==> src/rtl/opb_sys_ctrl_pkg.sv <==
// opb_sys_ctrl_pkg: register offsets, bus FSM states and ID word packing for opb_sys_ctrl.
package opb_sys_ctrl_pkg;
    localparam logic [7:0] OFF_ID          = 8'h00;
    localparam logic [7:0] OFF_RCS         = 8'h04;
    localparam logic [7:0] OFF_SRST        = 8'h08;
    localparam logic [7:0] OFF_CYCLES      = 8'h0C;
    localparam logic [7:0] OFF_IRQ_STATUS  = 8'h10;
    localparam logic [7:0] OFF_IRQ_ENABLE  = 8'h14;
    localparam logic [7:0] OFF_IRQ_PENDING = 8'h18;
    localparam logic [7:0] OFF_IRQ_FORCE   = 8'h1C;
    localparam logic [7:0] OFF_SCRATCH     = 8'h20;

    typedef enum logic {ST_IDLE, ST_ACK} bus_state_e;

    function automatic logic [31:0] id_word(input logic [15:0] board, input logic [7:0] major,
                                            input logic [7:0] minor);
        return {board, major, minor};
    endfunction
endpackage

==> src/rtl/opb_sys_irq_ctrl.sv <==
// opb_sys_irq_ctrl: edge-latched interrupt controller with enable, W1C status, force and
// registered active-low irq_n.
module opb_sys_irq_ctrl #(
    parameter int N_IRQ = 16
) (
    input  logic             clk,
    input  logic             rst,
    input  logic [N_IRQ-1:0] app_irq,
    input  logic [N_IRQ-1:0] w1c,
    input  logic [N_IRQ-1:0] frc,
    input  logic             en_we,
    input  logic [N_IRQ-1:0] en_wdata,
    input  logic [N_IRQ-1:0] en_mask,
    output logic [N_IRQ-1:0] status,
    output logic [N_IRQ-1:0] enable,
    output logic             irq_n
);
    logic [N_IRQ-1:0] prev_q, status_q, status_d, enable_q, enable_d;
    logic             irq_n_q, irq_n_d;

    // Sets are ORed in after the clear so an edge or force beats a simultaneous W1C.
    always_comb begin
        status_d = (status_q & ~w1c) | (app_irq & ~prev_q) | frc;
        enable_d = en_we ? (enable_q & ~en_mask) | (en_wdata & en_mask) : enable_q;
        irq_n_d  = ~|(status_q & enable_q);
    end

    always_ff @(posedge clk) begin
        if (rst) begin
            prev_q   <= '0;
            status_q <= '0;
            enable_q <= '0;
            irq_n_q  <= 1'b1;
        end else begin
            prev_q   <= app_irq;
            status_q <= status_d;
            enable_q <= enable_d;
            irq_n_q  <= irq_n_d;
        end
    end

    assign status = status_q;
    assign enable = enable_q;
    assign irq_n  = irq_n_q;
endmodule

==> src/rtl/opb_sys_ctrl.sv <==
// opb_sys_ctrl: OPB system-control slave (ID/revision, soft reset, scratch, IRQ controller).
// Define OPB_SYS_CTRL_CYCLE_CNT_EN to build the free-running CYCLES counter.
module opb_sys_ctrl
    import opb_sys_ctrl_pkg::*;
#(
    parameter int                      C_OPB_AWIDTH = 32,
    parameter int                      C_OPB_DWIDTH = 32,
    parameter logic [C_OPB_AWIDTH-1:0] C_BASEADDR   = 32'h00000000,
    parameter logic [C_OPB_AWIDTH-1:0] C_HIGHADDR   = 32'h0000FFFF,
    parameter logic [15:0]             BOARD_ID     = 16'hBABE,
    parameter logic [7:0]              REV_MAJOR    = 8'h1,
    parameter logic [7:0]              REV_MINOR    = 8'h0,
    parameter logic [31:0]             REV_RCS      = 32'h0,
    parameter int                      N_IRQ        = 16,
    parameter int                      N_SCRATCH    = 4,
    parameter int                      SRST_LEN     = 16
) (
    input  logic                    OPB_Clk,
    input  logic                    OPB_Rst,
    input  logic [0:C_OPB_AWIDTH-1] OPB_ABus,
    input  logic [0:3]              OPB_BE,
    input  logic [0:C_OPB_DWIDTH-1] OPB_DBus,
    input  logic                    OPB_RNW,
    input  logic                    OPB_select,
    input  logic                    OPB_seqAddr,
    output logic [0:C_OPB_DWIDTH-1] Sl_DBus,
    output logic                    Sl_xferAck,
    output logic                    Sl_errAck,
    output logic                    Sl_retry,
    output logic                    Sl_toutSup,
    input  logic [N_IRQ-1:0]        app_irq,
    output logic                    soft_reset,
    output logic                    irq_n
);
    localparam logic [C_OPB_AWIDTH-1:0] SPAN = C_HIGHADDR - C_BASEADDR;

    logic [C_OPB_AWIDTH-1:0] off;
    logic [7:0]              roff;
    logic [3:0]              be;
    logic [31:0]             be_mask, rdata, cycles;
    logic                    hit, in_map;
    bus_state_e              state_q, state_d;
    logic [31:0]             rdata_q, rdata_d, wdata_q, wdata_d, mask_q, mask_d;
    logic                    wr_q, wr_d;
    logic [7:0]              woff_q, woff_d, srst_cnt_q, srst_cnt_d;
    logic [31:0]             scratch_q [N_SCRATCH];
    logic [31:0]             scratch_d [N_SCRATCH];
    logic [N_IRQ-1:0]        status, enable, w1c, frc;
    logic                    en_we, unused_ok;

    // Addresses below the base wrap to huge offsets, so one compare checks both window ends.
    assign off     = OPB_ABus - C_BASEADDR;
    assign hit     = OPB_select && off <= SPAN;
    assign in_map  = off[C_OPB_AWIDTH-1:8] == '0;
    assign roff    = {off[7:2], 2'b00};
    assign be      = OPB_BE;
    assign be_mask = {{8{be[3]}}, {8{be[2]}}, {8{be[1]}}, {8{be[0]}}};
    assign unused_ok = &{1'b0, OPB_seqAddr, off[1:0]};

`ifdef OPB_SYS_CTRL_CYCLE_CNT_EN
    logic [31:0] cycles_q;
    always_ff @(posedge OPB_Clk) cycles_q <= OPB_Rst ? '0 : cycles_q + 32'd1;
    assign cycles = cycles_q;
`else
    assign cycles = '0;
`endif

    always_comb begin
        rdata = '0;
        case (roff)
            OFF_ID:          rdata = id_word(BOARD_ID, REV_MAJOR, REV_MINOR);
            OFF_RCS:         rdata = REV_RCS;
            OFF_SRST:        rdata = {31'd0, soft_reset};
            OFF_CYCLES:      rdata = cycles;
            OFF_IRQ_STATUS:  rdata = 32'(status);
            OFF_IRQ_ENABLE:  rdata = 32'(enable);
            OFF_IRQ_PENDING: rdata = 32'(status & enable);
            default:         rdata = '0;
        endcase
        for (int k = 0; k < N_SCRATCH; k++)
            if (roff == OFF_SCRATCH + 8'(4 * k)) rdata = scratch_q[k];
        if (!in_map) rdata = '0;
    end

    // The write is captured on the IDLE->ACK edge and applied during the ack cycle.
    always_comb begin
        state_d = ST_IDLE;
        rdata_d = '0;
        wr_d    = 1'b0;
        woff_d  = woff_q;
        wdata_d = wdata_q;
        mask_d  = mask_q;
        if (state_q == ST_IDLE && hit) begin
            state_d = ST_ACK;
            rdata_d = OPB_RNW ? rdata : '0;
            wr_d    = !OPB_RNW && in_map;
            woff_d  = roff;
            wdata_d = OPB_DBus;
            mask_d  = be_mask;
        end
        srst_cnt_d = (wr_q && woff_q == OFF_SRST && wdata_q[0]) ? 8'(SRST_LEN) :
                     (srst_cnt_q != 8'd0) ? srst_cnt_q - 8'd1 : 8'd0;
        for (int k = 0; k < N_SCRATCH; k++)
            scratch_d[k] = (wr_q && woff_q == OFF_SCRATCH + 8'(4 * k)) ?
                           (scratch_q[k] & ~mask_q) | (wdata_q & mask_q) : scratch_q[k];
    end

    always_ff @(posedge OPB_Clk) begin
        if (OPB_Rst) begin
            state_q    <= ST_IDLE;
            rdata_q    <= '0;
            wr_q       <= 1'b0;
            woff_q     <= '0;
            wdata_q    <= '0;
            mask_q     <= '0;
            srst_cnt_q <= '0;
            for (int k = 0; k < N_SCRATCH; k++) scratch_q[k] <= '0;
        end else begin
            state_q    <= state_d;
            rdata_q    <= rdata_d;
            wr_q       <= wr_d;
            woff_q     <= woff_d;
            wdata_q    <= wdata_d;
            mask_q     <= mask_d;
            srst_cnt_q <= srst_cnt_d;
            scratch_q  <= scratch_d;
        end
    end

    assign w1c   = (wr_q && woff_q == OFF_IRQ_STATUS) ? wdata_q[N_IRQ-1:0] : '0;
    assign frc   = (wr_q && woff_q == OFF_IRQ_FORCE) ? wdata_q[N_IRQ-1:0] : '0;
    assign en_we = wr_q && woff_q == OFF_IRQ_ENABLE;

    opb_sys_irq_ctrl #(.N_IRQ(N_IRQ)) u_irq (
        .clk      (OPB_Clk),
        .rst      (OPB_Rst),
        .app_irq  (app_irq),
        .w1c      (w1c),
        .frc      (frc),
        .en_we    (en_we),
        .en_wdata (wdata_q[N_IRQ-1:0]),
        .en_mask  (mask_q[N_IRQ-1:0]),
        .status   (status),
        .enable   (enable),
        .irq_n    (irq_n)
    );

    assign Sl_DBus    = rdata_q;
    assign Sl_xferAck = state_q == ST_ACK;
    assign Sl_errAck  = 1'b0;
    assign Sl_retry   = 1'b0;
    assign Sl_toutSup = 1'b0;
    assign soft_reset = srst_cnt_q != 8'd0;
endmodule

==> config.mk <==
export PLATFORM = sky130hd
export DESIGN_NAME = opb_sys_ctrl
export DESIGN_NICKNAME = d
export VERILOG_FILES = /design/src/rtl/opb_sys_ctrl_pkg.sv /design/src/rtl/opb_sys_irq_ctrl.sv /design/src/rtl/opb_sys_ctrl.sv
export SDC_FILE = /design/constraint.sdc
export NUM_CORES = 1
export LEC_CHECK = 0
export ABC_CLOCK_PERIOD_IN_PS = 5450
export BUFFER_PORTS_ARGS = -buffer_cell sky130_fd_sc_hd__buf_2
export CORE_MARGIN = 5
export CORE_UTILIZATION = 55
export CTS_BUF_LIST = sky130_fd_sc_hd__clkbuf_16
export CTS_CLUSTER_SIZE = 16
export DETAILED_ROUTE_END_ITERATION = 7
export GPL_TIMING_DRIVEN = 0
export HOLD_SLACK_MARGIN = 0.06
export PLACE_DENSITY = 0.75
export SYNTH_ARGS = -nofsm -noshare
export SYNTH_HDL_FRONTEND = slang
export SYNTH_SLANG_ARGS = --single-unit
export TNS_END_PERCENT = 30
==> constraint.sdc <==
create_clock -name OPB_Clk -period 5.45 [get_ports OPB_Clk]
set_clock_uncertainty 0.2 [all_clocks]
set_input_delay 0.8175 -clock OPB_Clk [delete_from_list [all_inputs] [get_ports OPB_Clk]]
set_output_delay 0.8175 -clock OPB_Clk [all_outputs]
set_load 0.01 [all_outputs]
==> results_dict.tcl, run 1 <==
set metrics [dict create \
    status "finished clean" \
    async_flop_share_pct 0 \
    rr_worst_depth 5 \
    reg2reg_from "woff_q[3]$_SDFFE_PP0N_" \
    avgSynthCellArea_um2 8.22 \
    critical_path_class "in2reg" \
    cts_max_path_buffers 3 \
    cts_htree_levels 1 \
    io_buffers 119 \
    die_w_um 149 \
    layout.nets 1536 \
    clk_latency_ps 530 \
    fin_crit_sh_pct 63.7 \
    power_leakage_nw 4.46 \
    postCtsHoldBufs 0 \
    rows 50 \
    reg2reg_setup_slack_ps 2500 \
    cts_made_buffers 27 \
    grt_use_total_pct 29.7 \
    syn_inst 1294 \
    syn_area_mm2 0.0106 \
    grt_max_degree 14 \
    viasPerCell 6.04 \
    crit_fanout 10 \
    placedInstanceArea_mm2 0.0116 \
    setup_viol_count_final 0 \
    hp-class "reg2reg" \
    io_pins 127 \
    tightestPinTransition_ps 1140 \
    clkSinkCount 261 \
    initial_utilization_pct 56.3 \
    maxCapViolCount 0 \
    dieArea_mm2 0.0222 \
    worstPathRequired_ps 5670 \
    wirelength_um 33800 \
    syn_to_final_growth_pct 16.8 \
    min_from "srst_cnt_q[0]$_SDFF_PP0_" \
    power.density_mw_per_mm2 323 \
    core_area_mm2 0.0189 \
    cts_tree "done" \
    final_common_cell "dfxtp_1" \
    gp_congestion 0.962 \
    via_count 10400 \
    layout_min_cycle_time_ps 3470 \
    fin_tns_setup_ps 0 \
    grt-ovfl-total 0 \
    drive_gt1_share_pct 12.5 \
    ys_seq_area_share_pct 49.1 \
    multi_input_area_mm2 0.00489 \
    fillers 1740 \
    maxSlewViolCount 0 \
    dpl.hpwl_um 23700 \
    seq_area_mm2 0.00523 \
    ys.flop_type "dfxtp_1" \
    ant_nets 0 \
    stdcell_area_mm2 0.0124 \
    whs_path_depth 1 \
    post-route-util_pct 65.7 \
    cts_root_buffer "clkbuf_16" \
    drt_iter0_markers 1276 \
    end_kind "register" \
    grt_pass1_vias 9698 \
    synth_edf_count 0 \
    wl_per_cell_um 19.6 \
    ir_drop_uv 212 \
    synth_seq_cells 261 \
    die_y_um 149 \
    final_cell_mix "dfxtp_1, nand2_1, a21oi_1" \
    drcViolationCount 0 \
    clkTransAtPathRegs_ps 60 \
    synth_cell_types 53 \
    antenna_found_initial 1 \
    start_kind "input port" \
    fmax_ghz 0.288 \
    whs_ps 240 \
    yosysWarningCount 0 \
    post_cts.repair.setup_buffers 0 \
    drtPass1Iterations 6 \
    crit_arrival_ps 3700 \
    grt_pass1_wl_um 52700 \
    hold_path_end "srst_cnt_q[0]$_SDFF_PP0_" \
    relSlewSlack_pct 23.9 \
    rsz0062_at_grt "false" \
    cts_resized 0 \
    hold_violations 0 \
]
[per-layer routing]
layer	track usage, %	wire length, µm
met5	0	0
met4	10.8	1250
met3	5.71	3820
met2	45.5	14900
met1	41.9	13900
[where the power goes]
group,internal [mW],switching (mW)
sequential,1.94,0.0312
clock,1.04,0.751
combinational,0.101,0.150
total,3.08,0.932
[critical path, cell delays in order]
cell and delay (ps):
buf_2 170, nor3b_1 510, and3_1 260, clkbuf_1 230, clkbuf_1 660, buf_1 550, a22oi_1 190, a21oi_1 300
[Yosys cell counts, types with 3 or more instances]
master       n  area share [%]
o22ai_1     21             1.2
o21ai_0     15            0.71
buf_2        4            0.19
a211oi_1     9            0.64
a2111oi_2   13             1.8
a2bb2oi_1    8            0.66
a21oi_1    190             8.9
mux2i_1     32             3.0
nand2_1    246             8.7
nand3_1    116             5.5
clkbuf_1   104             3.7
nand2b_1     7            0.41
nor2b_1     25             1.5
a221o_1     19             1.8
xor2_1       4            0.33
nor3_1      10            0.47
nor2_1      96             3.4
inv_1       20            0.71
nor4_1      10            0.59
a22o_1       3            0.25
nor3b_1      6            0.42
a21o_1      14            0.99
a222oi_1    16             1.5
and3_1       3            0.18
dfxtp_1    261              49
buf_4        4            0.28
a22oi_1      5            0.35
[worst max path at each step]
stage	end	slack, ps	start	cells past startpoint
after floorplan	Sl_DBus[16]$_SDFF_PP0_	2440	OPB_ABus[1]	8
after global placement	Sl_DBus[0]$_SDFF_PP0_	1530	OPB_ABus[26]	8
after detailed placement	Sl_DBus[0]$_SDFF_PP0_	1610	OPB_ABus[26]	8
after CTS	Sl_DBus[0]$_SDFF_PP0_	2160	OPB_ABus[26]	8
after global routing	Sl_DBus[2]$_SDFF_PP0_	1910	OPB_ABus[26]	9
final	Sl_DBus[31]$_SDFF_PP0_	1980	OPB_ABus[26]	8
[cells by family after synthesis]
family / share of synthesized area [%]
other: 0.0353
flip-flops: 49.1
XOR/XNOR: 0.494
AND/OR/NAND/NOR: 22.6
adder cells (fa/ha/maj): 0.235
multiplexers: 3.01
buffers and inverters: 4.99
AO/OA/AOI/OAI: 19.5
[final cells by class]
type / count / share of cell area, %
Antenna cell: 1 / 0.0201
Clock inverter: 21 / 1.36
Inverter: 20 / 0.604
Timing Repair Buffer: 120 / 4.85
Clock buffer: 27 / 5.44
Buffer: 114 / 3.67
Tap cell: 260 / 2.62
Multi-Input combinational cell: 901 / 39.4
Sequential cell: 261 / 42.1
[metrics by stage]
stage,std cells,power (mW),setup WS [ps]
after floorplan,1296,2.16,2440
after global placement,1675,2.25,1530
after detailed placement,1675,2.26,1610
after CTS,1723,4.02,2160
after global routing,1725,4.14,1910
final,1725,4.01,1980
(Power assumes the default switching activity.)
==> run 2, diff against run 1 <==
--- a/config.mk
+++ b/config.mk
@@ -5,16 +5,16 @@
 export SDC_FILE = /design/constraint.sdc
 export NUM_CORES = 1
 export LEC_CHECK = 0
-export ABC_CLOCK_PERIOD_IN_PS = 5450
+export ABC_CLOCK_PERIOD_IN_PS = 2800
 export BUFFER_PORTS_ARGS = -buffer_cell sky130_fd_sc_hd__buf_2
 export CORE_MARGIN = 5
-export CORE_UTILIZATION = 55
+export CORE_UTILIZATION = 52
 export CTS_BUF_LIST = sky130_fd_sc_hd__clkbuf_16
 export CTS_CLUSTER_SIZE = 16
 export DETAILED_ROUTE_END_ITERATION = 7
 export GPL_TIMING_DRIVEN = 0
 export HOLD_SLACK_MARGIN = 0.06
-export PLACE_DENSITY = 0.75
+export PLACE_DENSITY = 0.74
 export SYNTH_ARGS = -nofsm -noshare
 export SYNTH_HDL_FRONTEND = slang
 export SYNTH_SLANG_ARGS = --single-unit
==> constraint.sdc (replaced) <==
create_clock -name OPB_Clk -period 2.8 [get_ports OPB_Clk]
set_clock_uncertainty 0.2 [all_clocks]
set_input_delay 0.42 -clock OPB_Clk [delete_from_list [all_inputs] [get_ports OPB_Clk]]
set_output_delay 0.42 -clock OPB_Clk [all_outputs]
set_load 0.01 [all_outputs]
==> run 2 against run 1 <==
Effect of this change:
- largest power group unchanged
- combinational power increased by 120%
- wire length grew 2.2%
- final cell count rose by 3.8%
- sequential power up 95%
- via count grew 2.3%
==> results_dict.tcl, run 2 (synthesized netlist as in run 1, its figures left out) <==
set metrics [dict create \
    whs_ps 239 \
    tightestPinTransition_ps 1090 \
    crit_fanout 10 \
    drive_gt1_share_pct 12.0 \
    power_leakage_nw 4.68 \
    fin_crit_sh_pct 97.8 \
    clkSinkCount 261 \
    ir_drop_uv 446 \
    worstPathRequired_ps 2980 \
    drt_iter0_markers 1168 \
    initial_utilization_pct 52.7 \
    layout.nets 1591 \
    dieArea_mm2 0.0234 \
    io_buffers 119 \
    via_count 10700 \
    wl_per_cell_um 19.3 \
    antenna_found_initial 1 \
    hp-class "reg2reg" \
    viasPerCell 5.96 \
    rsz0062_at_grt "false" \
    grt_pass1_wl_um 53500 \
    ant_nets 0 \
    final_cell_mix "dfxtp_1, nand2_1, a21oi_1" \
    fillers 1766 \
    hold_violations 0 \
    die_y_um 153 \
    status "finished clean" \
    power.density_mw_per_mm2 588 \
    final_common_cell "dfxtp_1" \
    syn_to_final_growth_pct 21.9 \
    setup_viol_count_final 0 \
    fmax_ghz 0.365 \
    crit_arrival_ps 2920 \
    rows 52 \
    drtPass1Iterations 6 \
    dp.cells 1685 \
    cts_htree_levels 1 \
    grt_pass1_vias 9646 \
    cts_max_path_buffers 3 \
    start_kind "input port" \
    io_pins 127 \
    gp_congestion 0.932 \
    relSlewSlack_pct 27.1 \
    grt-ovfl-total 0 \
    cts_made_buffers 26 \
    dpl.hpwl_um 23600 \
    clk_latency_ps 530 \
    critical_path_class "in2reg" \
    die_w_um 153 \
    clkTransAtPathRegs_ps 60 \
    grt_use_total_pct 28.1 \
    maxSlewViolCount 0 \
    stdcell_count 1790 \
    layout_min_cycle_time_ps 2740 \
    core_area_mm2 0.0202 \
    drcViolationCount 0 \
    grt_max_degree 14 \
    cts_root_buffer "clkbuf_16" \
    maxCapViolCount 0 \
    wirelength_um 34600 \
    end_kind "register" \
    cts_tree "done" \
]
## run 2: worst paths after layout
path,start,end,slack [ps],cells after the start
setup / recovery,OPB_ABus[27],Sl_DBus[30]$_SDFF_PP0_,60,7
hold / removal,srst_cnt_q[0]$_SDFF_PP0_,srst_cnt_q[0]$_SDFF_PP0_,240,1
setup reg to reg,woff_q[7]$_SDFFE_PP0N_,register,90,5
hold reg to reg,srst_cnt_q[0]$_SDFF_PP0_,srst_cnt_q[0]$_SDFF_PP0_,240,1
## run 2: cell type report
type / instances / area [µm²] / area share (%)
sequential: 261 / 5230 / 40.3
multi-input combinational: 901 / 4920 / 37.9
timing repair buffer: 176 / 1170 / 9.00
clock buffer: 27 / 676 / 5.21
buffer: 114 / 459 / 3.54
tap: 270 / 338 / 2.61
clock inverter: 20 / 104 / 0.801
inverter: 20 / 75.1 / 0.579
antenna: 1 / 2.50 / 0.0193
## run 2: through the flow
step	TNS (ps)	area [µm²]	setup WS, ps	power (mW)	util (%)
global placement	-16580	11600	-733	4.38	57.4
finish	0	13000	62.4	7.63	64.3
CTS	0	12900	8.43	7.64	64.1
floorplan	0	10600	191	4.21	-
global route	0	13000	23.3	7.87	64.3
detailed placement	-15640	11600	-786	4.40	57.4
## run 2: where the power goes
part	internal, mW	total, mW	leakage, nW	switching, mW
registers	3.78	3.84	2.11	0.0596
logic	0.247	0.549	2.16	0.302
clock network	1.82	3.23	0.404	1.42
## run 2: routing by layer
layer | share of wire [%] | GRT usage [%]
met4 | 3.9 | 11.2
met1 | 41 | 38.4
met2 | 44 | 44.0
met5 | 0 | 0
met3 | 11 | 5.74
## run 2: worst max-delay path: stages
cell and delay (ps):
buf_2 200, or4b_2 670, nor2_1 410, clkbuf_1 500, a21o_1 130, a21oi_1 80, a2111oi_2 500
## run 2: timing repair
item | CTS | global route
gates resized for setup | 2 | 7
gates cloned | 0 | 0
setup endpoints to repair | 11 | 36
buffers inserted | 0 | 0
endpoints found under the hold margin | 72 | 0
hold buffers | 57 | 0
pin swaps | 0 | 0
==> run 3, diff against run 2 <==
--- a/config.mk
+++ b/config.mk
@@ -6,11 +6,10 @@
 export NUM_CORES = 1
 export LEC_CHECK = 0
 export ABC_CLOCK_PERIOD_IN_PS = 2800
-export BUFFER_PORTS_ARGS = -buffer_cell sky130_fd_sc_hd__buf_2
+export BUFFER_PORTS_ARGS = -buffer_cell sky130_fd_sc_hd__buf_4
 export CORE_MARGIN = 5
 export CORE_UTILIZATION = 52
 export CTS_BUF_LIST = sky130_fd_sc_hd__clkbuf_16
-export CTS_CLUSTER_SIZE = 16
 export DETAILED_ROUTE_END_ITERATION = 7
 export GPL_TIMING_DRIVEN = 0
 export HOLD_SLACK_MARGIN = 0.06
==> run 3 against run 2 <==
Effect of this change:
- wire length up 1.4%
- core utilization rose by 2.9 points
- worst hold slack got worse by 10 ps
- setup slack worse by 29 ps
- maximum frequency decreased by 1.0%
- critical path depth is the same
- count of clock-buffer cells in the layout is the same
- highest routed layer unchanged
==> results_dict.tcl, run 3 (synthesized netlist as in run 1, its figures left out) <==
set metrics [dict create \
    clk_latency_ps 540 \
    status "finished clean" \
    crit_arrival_ps 2970 \
    stdcell_count 1792 \
    setup_viol_count_final 0 \
    via_count 10600 \
    post-route-util_pct 67.1 \
    drt_iter0_markers 1282 \
    final_cell_mix "dfxtp_1, nand2_1, a21oi_1" \
    cts_root_buffer "clkbuf_16" \
    relSlewSlack_pct 33.6 \
    io_buffers 119 \
    critical_path_class "in2reg" \
    dieArea_mm2 0.0234 \
    antenna_found_initial 0 \
    placedInstanceArea_mm2 0.0119 \
    ir_drop_uv 546 \
    rsz0062_at_grt "false" \
    drtPass1Iterations 6 \
    drcViolationCount 0 \
    grt_max_degree 16 \
    p_comb_share_pct 6.8 \
    tightestPinTransition_ps 995 \
    layout.nets 1593 \
    cts_htree_levels 1 \
    stdcell_area_mm2 0.0135 \
    switching_power_mw 1.91 \
    gp_congestion 0.956 \
    initial_utilization_pct 52.7 \
    cts_max_path_buffers 3 \
    power_leakage_nw 4.86 \
    end_kind "register" \
    die_w_um 153 \
    wl_per_cell_um 19.6 \
    clkSinkCount 261 \
    maxSlewViolCount 0 \
    grt_use_total_pct 28.6 \
    final_common_cell "dfxtp_1" \
    p_seq_share_pct 43.9 \
    p_clk_share_pct 49.3 \
    core_area_mm2 0.0202 \
    dpl.hpwl_um 23700 \
    clkTransAtPathRegs_ps 60 \
    hp-class "in2reg" \
    cts_made_buffers 27 \
    switching_share_pct 21.8 \
    worstPathRequired_ps 3000 \
    crit_fanout 10 \
    fmax_ghz 0.361 \
    antenna_cells 0 \
    maxCapViolCount 0 \
    layout_setup_ws_ps 33.7 \
    p_int_mw 6.84 \
    rows 52 \
    fin_tns_setup_ps 0 \
    drive_gt1_share_pct 13.0 \
    grt_pass1_wl_um 54400 \
    hold_violations 0 \
    wirelength_um 35100 \
    io_pins 127 \
    cts_tree "done" \
    fin_crit_sh_pct 98.8 \
    post_cts.repair.setup_buffers 0 \
    place_ws_ps -763 \
    grt-ovfl-total 0 \
    grt_pass1_vias 9992 \
    power.density_mw_per_mm2 646 \
    start_kind "input port" \
    viasPerCell 5.92 \
    syn_to_final_growth_pct 27.3 \
    ant_nets 0 \
    layout_min_cycle_time_ps 2770 \
    dp.cells 1686 \
    die_y_um 153 \
]
run 3: cell types whose count changed in the layout (fill, tap and decap cells not counted), sizes merged:
cell / before / now
inv: 26 / 20
buf: 128 / 130
bufinv: 1 / 11
clkinv: 13 / 7
clkinvlp: 0 / 4
clkbuf: 132 / 131
diode: 1 / 0
run 3: stage by stage:
stage	power (mW)	hold WS, ps
6_report	8.75	229
5_1_grt	8.97	247
2_1_floorplan	4.21	213
3_3_place_gp	4.42	230
4_1_cts	8.74	209
3_5_place_dp	4.44	244
run 3: layout make-up:
cell class	instances	area, µm²
Clock buffer	27	676
Fill cell	1696	6630
Tap cell	270	338
Multi-Input combinational cell	901	4900
Sequential cell	261	5230
Timing Repair Buffer	177	1470
Inverter	20	75.1
Buffer	114	458
Clock inverter	22	398
run 3: per-layer routing:
layer  vias up  routed length, µm  part of all wire (%)  global-route usage (%)
li1       4925                  -                     -                       -
met1      4953              14300                    41                    38.6
met2       620              15700                    45                    45.0
met3       112               3770                    11                    6.16
met4         0               1340                   3.8                    11.1
met5         -                  0                     0                       0
run 3: power groups by stage:
stage	Combinational (mW)	Clock, mW	Sequential [mW]
floorplan	0.307	0	3.91
detailed placement	0.518	0	3.92
global route	0.645	4.48	3.85
finish	0.592	4.31	3.84
global placement	0.504	0	3.92
CTS	0.585	4.32	3.84
run 3: path summary, 6_finish.rpt:
path,from,endpoint,slack [ps],cells past startpoint
worst min register to register,srst_cnt_q[0]$_SDFF_PP0_,srst_cnt_q[0]$_SDFF_PP0_,250,1
worst min-delay path,OPB_select,mask_q[24]$_SDFFE_PP0N_,230,4
worst max-delay path,OPB_ABus[28],Sl_DBus[25]$_SDFF_PP0_,30,7
worst max register to register,woff_q[3]$_SDFFE_PP0N_,register,80,5
run 3: what timing repair did:
item / 4_1_cts / 5_1_grt
endpoints found under the setup margin: 20 / 42
hold endpoints to repair: 72 / 0
gates resized for setup: 2 / 3
hold buffers: 57 / 0
run 3: worst max-delay path, stage by stage:
cell	delay [ps]
buf_4	140
or4b_2	690
nor3_1	620
buf_2	380
a221o_1	180
a21oi_1	60
a2111oi_2	470
